### config.mk
export PLATFORM = sky130hd
export DESIGN_NAME = calc_param
export DESIGN_NICKNAME = d
export VERILOG_FILES = /design/src/rtl/calc_param.sv
export SDC_FILE = /design/constraint.sdc
export NUM_CORES = 1
export LEC_CHECK = 0
export CAP_MARGIN = 30
export CORE_MARGIN = 2
export CORE_UTILIZATION = 44
export CTS_CLUSTER_DIAMETER = 100
export DETAILED_ROUTE_END_ITERATION = 8
export PLACE_DENSITY = 0.67
export SLEW_MARGIN = 20
export SYNTH_ARGS = -nofsm -noshare
export SYNTH_HDL_FRONTEND = slang
export SYNTH_SLANG_ARGS = --single-unit
### constraint.sdc
create_clock -name clk -period 2.7 [get_ports clk]
set_input_delay 0.54 -clock clk [delete_from_list [all_inputs] [get_ports clk]]
set_output_delay 0.54 -clock clk [all_outputs]
set_load 0.05 [all_outputs]
### src/rtl/calc_param.sv
`default_nettype none
// ============================================================================
//  Module      : calc_param
//  Description : WIDTH-bit calculator with A/B operand registers, single-cycle
//                add/sub, multi-cycle shift-add mul and restoring div, result
//                flags and active-low 7-segment decode of the result.
//  Revision    : 1.0  initial release
// ============================================================================
module calc_param #(
    parameter int WIDTH = 8
) (
    input  logic                     clk,
    input  logic                     rst,
    input  logic [WIDTH-1:0]         din_a,
    input  logic [WIDTH-1:0]         din_b,
    input  logic                     ld_a,
    input  logic                     ld_b,
    input  logic [1:0]               op,
    input  logic                     go,
    output logic                     busy,
    output logic                     done,
    output logic [WIDTH-1:0]         result,
    output logic                     ovf,
    output logic                     dz,
    output logic [7*(WIDTH/4)-1:0]   hex
);

    localparam int c_digits = WIDTH / 4;
    localparam int c_cnt_w  = $clog2(WIDTH);
    localparam logic [c_cnt_w-1:0] c_cnt_last = c_cnt_w'(WIDTH - 1);

    localparam logic [1:0] c_op_sub = 2'b00;
    localparam logic [1:0] c_op_add = 2'b01;

    typedef enum logic [0:0] {
        S_IDLE = 1'b0,
        S_RUN  = 1'b1
    } state_t;

    state_t                 r_state;
    logic [WIDTH-1:0]       r_a;
    logic [WIDTH-1:0]       r_b;
    logic [WIDTH-1:0]       r_opb;
    logic                   r_is_div;
    logic [2*WIDTH-1:0]     r_prod;
    logic [c_cnt_w-1:0]     r_cnt;
    logic                   r_busy;
    logic                   r_done;
    logic [WIDTH-1:0]       r_result;
    logic                   r_ovf;
    logic                   r_dz;

    logic [WIDTH:0]         w_add;
    logic [WIDTH:0]         w_sub;
    logic [WIDTH:0]         w_mul_sum;
    logic [2*WIDTH-1:0]     w_mul_nxt;
    logic [WIDTH:0]         w_div_diff;
    logic [2*WIDTH-1:0]     w_div_nxt;
    logic [2*WIDTH-1:0]     w_prod_nxt;

    assign w_add = {1'b0, r_a} + {1'b0, r_b};
    assign w_sub = {1'b0, r_a} - {1'b0, r_b};

    // r_prod is shared: {partial product, multiplier} for mul, {remainder, quotient} for div
    assign w_mul_sum  = r_prod[0] ? ({1'b0, r_prod[2*WIDTH-1:WIDTH]} + {1'b0, r_opb})
                                  : {1'b0, r_prod[2*WIDTH-1:WIDTH]};
    assign w_mul_nxt  = {w_mul_sum, r_prod[WIDTH-1:1]};
    assign w_div_diff = r_prod[2*WIDTH-1:WIDTH-1] - {1'b0, r_opb};
    assign w_div_nxt  = w_div_diff[WIDTH]
                        ? {r_prod[2*WIDTH-2:WIDTH-1], r_prod[WIDTH-2:0], 1'b0}
                        : {w_div_diff[WIDTH-1:0], r_prod[WIDTH-2:0], 1'b1};
    assign w_prod_nxt = r_is_div ? w_div_nxt : w_mul_nxt;

    always_ff @(posedge clk) begin
        if (rst) begin
            r_state  <= S_IDLE;
            r_a      <= '0;
            r_b      <= '0;
            r_opb    <= '0;
            r_is_div <= 1'b0;
            r_prod   <= '0;
            r_cnt    <= '0;
            r_busy   <= 1'b0;
            r_done   <= 1'b0;
            r_result <= '0;
            r_ovf    <= 1'b0;
            r_dz     <= 1'b0;
        end else begin
            r_done <= 1'b0;
            if (ld_a) r_a <= din_a;
            if (ld_b) r_b <= din_b;
            case (r_state)
                S_IDLE: begin
                    if (go) begin
                        if (op == c_op_sub) begin
                            r_result <= w_sub[WIDTH-1:0];
                            r_ovf    <= w_sub[WIDTH];
                            r_dz     <= 1'b0;
                            r_done   <= 1'b1;
                        end else if (op == c_op_add) begin
                            r_result <= w_add[WIDTH-1:0];
                            r_ovf    <= w_add[WIDTH];
                            r_dz     <= 1'b0;
                            r_done   <= 1'b1;
                        end else begin
                            r_prod   <= {{WIDTH{1'b0}}, r_a};
                            r_opb    <= r_b;
                            r_is_div <= op[0];
                            r_cnt    <= '0;
                            r_busy   <= 1'b1;
                            r_state  <= S_RUN;
                        end
                    end
                end
                S_RUN: begin
                    r_prod <= w_prod_nxt;
                    r_cnt  <= r_cnt + 1'b1;
                    if (r_cnt == c_cnt_last) begin
                        r_state <= S_IDLE;
                        r_busy  <= 1'b0;
                        r_done  <= 1'b1;
                        if (r_is_div) begin
                            r_ovf <= 1'b0;
                            if (r_opb == '0) begin
                                r_result <= '1;
                                r_dz     <= 1'b1;
                            end else begin
                                r_result <= w_prod_nxt[WIDTH-1:0];
                                r_dz     <= 1'b0;
                            end
                        end else begin
                            r_result <= w_prod_nxt[WIDTH-1:0];
                            r_ovf    <= |w_prod_nxt[2*WIDTH-1:WIDTH];
                            r_dz     <= 1'b0;
                        end
                    end
                end
                default: r_state <= S_IDLE;
            endcase
        end
    end

    assign busy   = r_busy;
    assign done   = r_done;
    assign result = r_result;
    assign ovf    = r_ovf;
    assign dz     = r_dz;

    function automatic logic [6:0] seg7(input logic [3:0] nib);
        logic [6:0] s;
        s = 7'h7F;
        case (nib)
            4'h0: s = 7'h40;
            4'h1: s = 7'h79;
            4'h2: s = 7'h24;
            4'h3: s = 7'h30;
            4'h4: s = 7'h19;
            4'h5: s = 7'h12;
            4'h6: s = 7'h02;
            4'h7: s = 7'h78;
            4'h8: s = 7'h00;
            4'h9: s = 7'h10;
            4'hA: s = 7'h08;
            4'hB: s = 7'h03;
            4'hC: s = 7'h46;
            4'hD: s = 7'h21;
            4'hE: s = 7'h06;
            4'hF: s = 7'h0E;
            default: s = 7'h7F;
        endcase
        return s;
    endfunction

    for (genvar g = 0; g < c_digits; g++) begin : g_hex
        assign hex[7*g +: 7] = seg7(r_result[4*g +: 4]);
    end

endmodule
`default_nettype wire
==> Implementation_results.wiki <==
{| class="wikitable"
! Metric !! Value
|-
| Synthesized-area fraction occupied by ao, oa, aoi and oai cells || 21.6%
|-
| Pin count of the biggest net entering global routing || 48
|-
| Total iterations of the first detailed-routing run || 4
|-
| Clock slew at the register clock pins of the worst setup and hold paths || 0.08 ns
|-
| Largest family of logic cells by synthesized area || compound AO/OA/AOI/OAI gates
|-
| Worst setup margin || -0.331 ns
|-
| Total number of yosys warnings || 0
|-
| Combined global-route utilization of all metal layers || 24.7%
|-
| Total grt overflow || 0
|-
| Number of buffers created by CTS || 9
|-
| Final hold viol count || 0
|-
| Part of the Yosys area used for sequential elements || 29.1%
|-
| CP endpoint kind || flop
|-
| Maximum number of buffers from clock root to sink || 2
|-
| Share of cell area taken by muxes after synthesis || a little under a tenth
|-
| Dominant synthesized flop cell || sky130_fd_sc_hd__dfxtp_1
|-
| Total wire length || roughly 14000 um
|-
| Clock sink count || 71
|-
| Commonest non-fill, non-tap cells in the layout || 114 x sky130_fd_sc_hd__buf_4, 94 x sky130_fd_sc_hd__nor2_1, 65 x sky130_fd_sc_hd__dfxtp_1
|-
| Setup crit start kind || flop
|-
| Clock tree root driver cell || sky130_fd_sc_hd__clkbuf_8
|-
| Max Clk Rate || 0.330 GHz
|-
| Die Outline Area || 0.0119 mm^2
|-
| Clock skew after layout || 0.0114 ns
|-
| Setup TNS Final || -2.26 ns
|-
| Cell area power density || 454 mW/mm^2
|-
| Floorplan core area || 0.0108 mm^2
|-
| Synthesis-stage register bit count || 71
|-
| Net count of the finished layout || 824
|-
| Number of endpoints failing setup at the final stage || 15
|-
| Gp weighted congestion || 0.897
|-
| Distinct cells, synth || 67
|-
| DRC violation count after routing || 0
|-
| Die Y-Extent || 109 um
|-
| CTS tree || built
|-
| Actual transition at the worst max-transition pin || 0.554 ns
|-
| Pins Over Slew Limit || 0
|-
| Detailed placer's ending HPWL || 10700 um
|-
| Fraction of registers with async set or reset after synthesis || 0%
|-
| Violations in the final reports || setup timing
|-
| Leakage || about 0.0029 uW
|-
| Number of enable-type register cells in the synthesized netlist || 0
|-
| Clk Latency, worst-skew pair || 0.36 ns
|-
| Final clock period utilization by the worst path || 112%
|-
| Post-synthesis share of cell area spent on xor and xnor gates || 2.31%
|-
| Post-route ant nets || 0
|-
| Row cnt || 38
|-
| Outcome || finished with violations
|-
| Post-route standard cell area excluding fillers || 0.00687 mm^2
|-
| Category of the critical setup timing path || flop to flop
|-
| Placed cell area || 0.00630 mm^2
|-
| Normalized max-slew margin || 62.8%
|-
| CP required || around 3 ns
|-
| Via count of the first global-routing pass || 4746
|-
| Worst path cell trace || inv_2, ha_4, inv_2, fa_2, a21oi_4, a2bb2oi_2, a21oi_2, xnor2_2, buf_4, buf_6, mux2i_2, a21oi_2, or4_4, nor2_4, a41oi_2
|-
| Simple logic cell fraction of the synthesized area || 18.8%
|-
| Final routed wire length divided by cell count || 15.8 um
|-
| Die span in x || 109 um
|-
| Number of max-capacitance violations reported || 0
|-
| Crit Path Max Fanout || 4
|-
| Gate Count Post-Synth || 600
|-
| Drt via density || 5.40
|-
| CP arrival || 3.27 ns
|-
| Violation count after the first detailed-routing iteration || 229
|-
| Wire length of the first global-routing pass || ~23000 um
|-
| Final worst path period need || just over 3 ns
|-
| Worst IR drop on VDD || 0.340 mV
|-
| Count of input and output buffers || 48
|-
| Worst path max stage delay || 0.44 ns
|-
| Adder-cell area share of the yosys netlist || 13.2%
|-
| Total number of H-tree levels || 3
|-
| Path type of the worst min-delay path || flop to flop
|-
| Synth Cell Area || about 0.0049 mm^2
|-
| Setup repair after global routing missed its margin || yes
|-
| Antenna violations before repair || 0
|-
| Synthesis-to-finish area growth || 40.9%
|-
| Post-Synthesis Net Count || 672
|-
| Ports placed on the boundary || 49
|-
| Via total after detailed routing || about 4800
|-
| Initial standard-cell utilization of the core || between 40% and 50%
|-
| Mean area per synthesized cell || ~8.1 um^2
|-
| Antenna Cells || 0
|-
| Post-layout util || 63.4%
|-
| Crit-path slowest cell || sky130_fd_sc_hd__or4_4
|-
| Most frequent standard cell in the layout excluding fill and tap cells || sky130_fd_sc_hd__buf_4
|-
| Ratio of cells with drive above 1 in the final layout || between 20% and 30%
|}
==> flip-flops by register name (all words and copies together), names as in the netlist <==
name	cells
r_cnt	3
r_a	8
hex	14
dz	1
ovf	1
r_opb	8
busy	1
r_state	1
result	8
r_prod	16
r_is_div	1
r_b	8
done	1
==> critical path: cells and delay by family, from the launching register on <==
| kind | cells | cell delay [ns] |
|---|---|---|
| AOI/OAI and AO/OA | 5 | 0.71 |
| and+or+nand+nor | 2 | 0.58 |
| adders and majority gates | 2 | 0.50 |
| buffers and inverters | 4 | 0.38 |
| DFF | 1 | 0.33 |
| muxes | 1 | 0.21 |
| xor gates and xnor gates | 1 | 0.20 |
==> kinds of logic after synthesis <==
logic type	after synthesis
muxes	44
xor gates and xnor gates	12
adders and majority gates	49
DFF	71
AOI/OAI and AO/OA	162
buffers and inverters	70
and+or+nand+nor	192
==> power by group <==
group          switching (uW)  total [uW]  internal (uW)
registers                52.0        1170           1110
clock network             429         873            444
logic                     582        1080            500
==> through the flow <==
step	hold slack (ns)	power, uW	cells	setup slack, ns
floorplan	0.487	1780	600	-0.127
global placement	0.457	2150	869	-0.360
detailed placement	0.461	2170	869	-0.419
CTS	0.472	3070	889	-0.333
global route	0.511	3280	896	-0.414
finish	0.465	3120	896	-0.331
==> Yosys cell counts (all sizes together) (6+ instances only) <==
master | instances | area, um^2
a211oi | 23 | 173
nor2 | 101 | 389
nand2 | 29 | 116
o21a | 6 | 45.0
clkbuf | 19 | 71.3
nand3 | 7 | 35.0
xnor2 | 7 | 68.8
mux2i | 39 | 390
nand2b | 6 | 45.0
nor3 | 14 | 81.3
a21oi | 57 | 300
o21ai | 29 | 149
o211ai | 8 | 60.1
nor2b | 11 | 68.8
and3 | 6 | 37.5
ha | 45 | 563
inv | 38 | 143
dfxtp | 71 | 1420
buf | 13 | 70.1
==> timing repair <==
action | 4_1_cts | 5_1_grt
endpoints found under the setup margin | 15 | 18
gates cloned | 0 | 0
gates resized for setup | 27 | 44
pin swaps | 13 | 23
hold buffers | 0 | 0
buffers inserted | 6 | 10
==> path summary, 6_finish.rpt <==
| check | cells after the start | start | slack, ns | end |
|---|---|---|---|---|
| max reg2reg | 15 | r_prod[7] | -0.33 | ovf |
| min | 2 | busy | 0.47 | busy |
| min reg2reg | 2 | busy | 0.47 | busy |
| max | 15 | r_prod[7] | -0.33 | ovf |
==> metal layers <==
metal	share of wire (%)	track usage, %	vias up
li1	-	-	2420
met3	3.9	3.83	30
met4	2.3	9.76	0
met2	48	41.0	108
met1	46	32.1	2280
met5	0	0	-
==> area by class of cell <==
| class | instances | area [um^2] |
|---|---|---|
| Timing Repair Buffer | 173 | 1460 |
| Clock inverter | 4 | 47.5 |
| Inverter | 38 | 150 |
| Tap cell | 140 | 175 |
| Sequential cell | 71 | 1440 |
| Fill cell | 950 | 3970 |
| Clock buffer | 11 | 141 |
| Multi-Input combinational cell | 459 | 3470 |
Power figures use the tool's default switching activity.
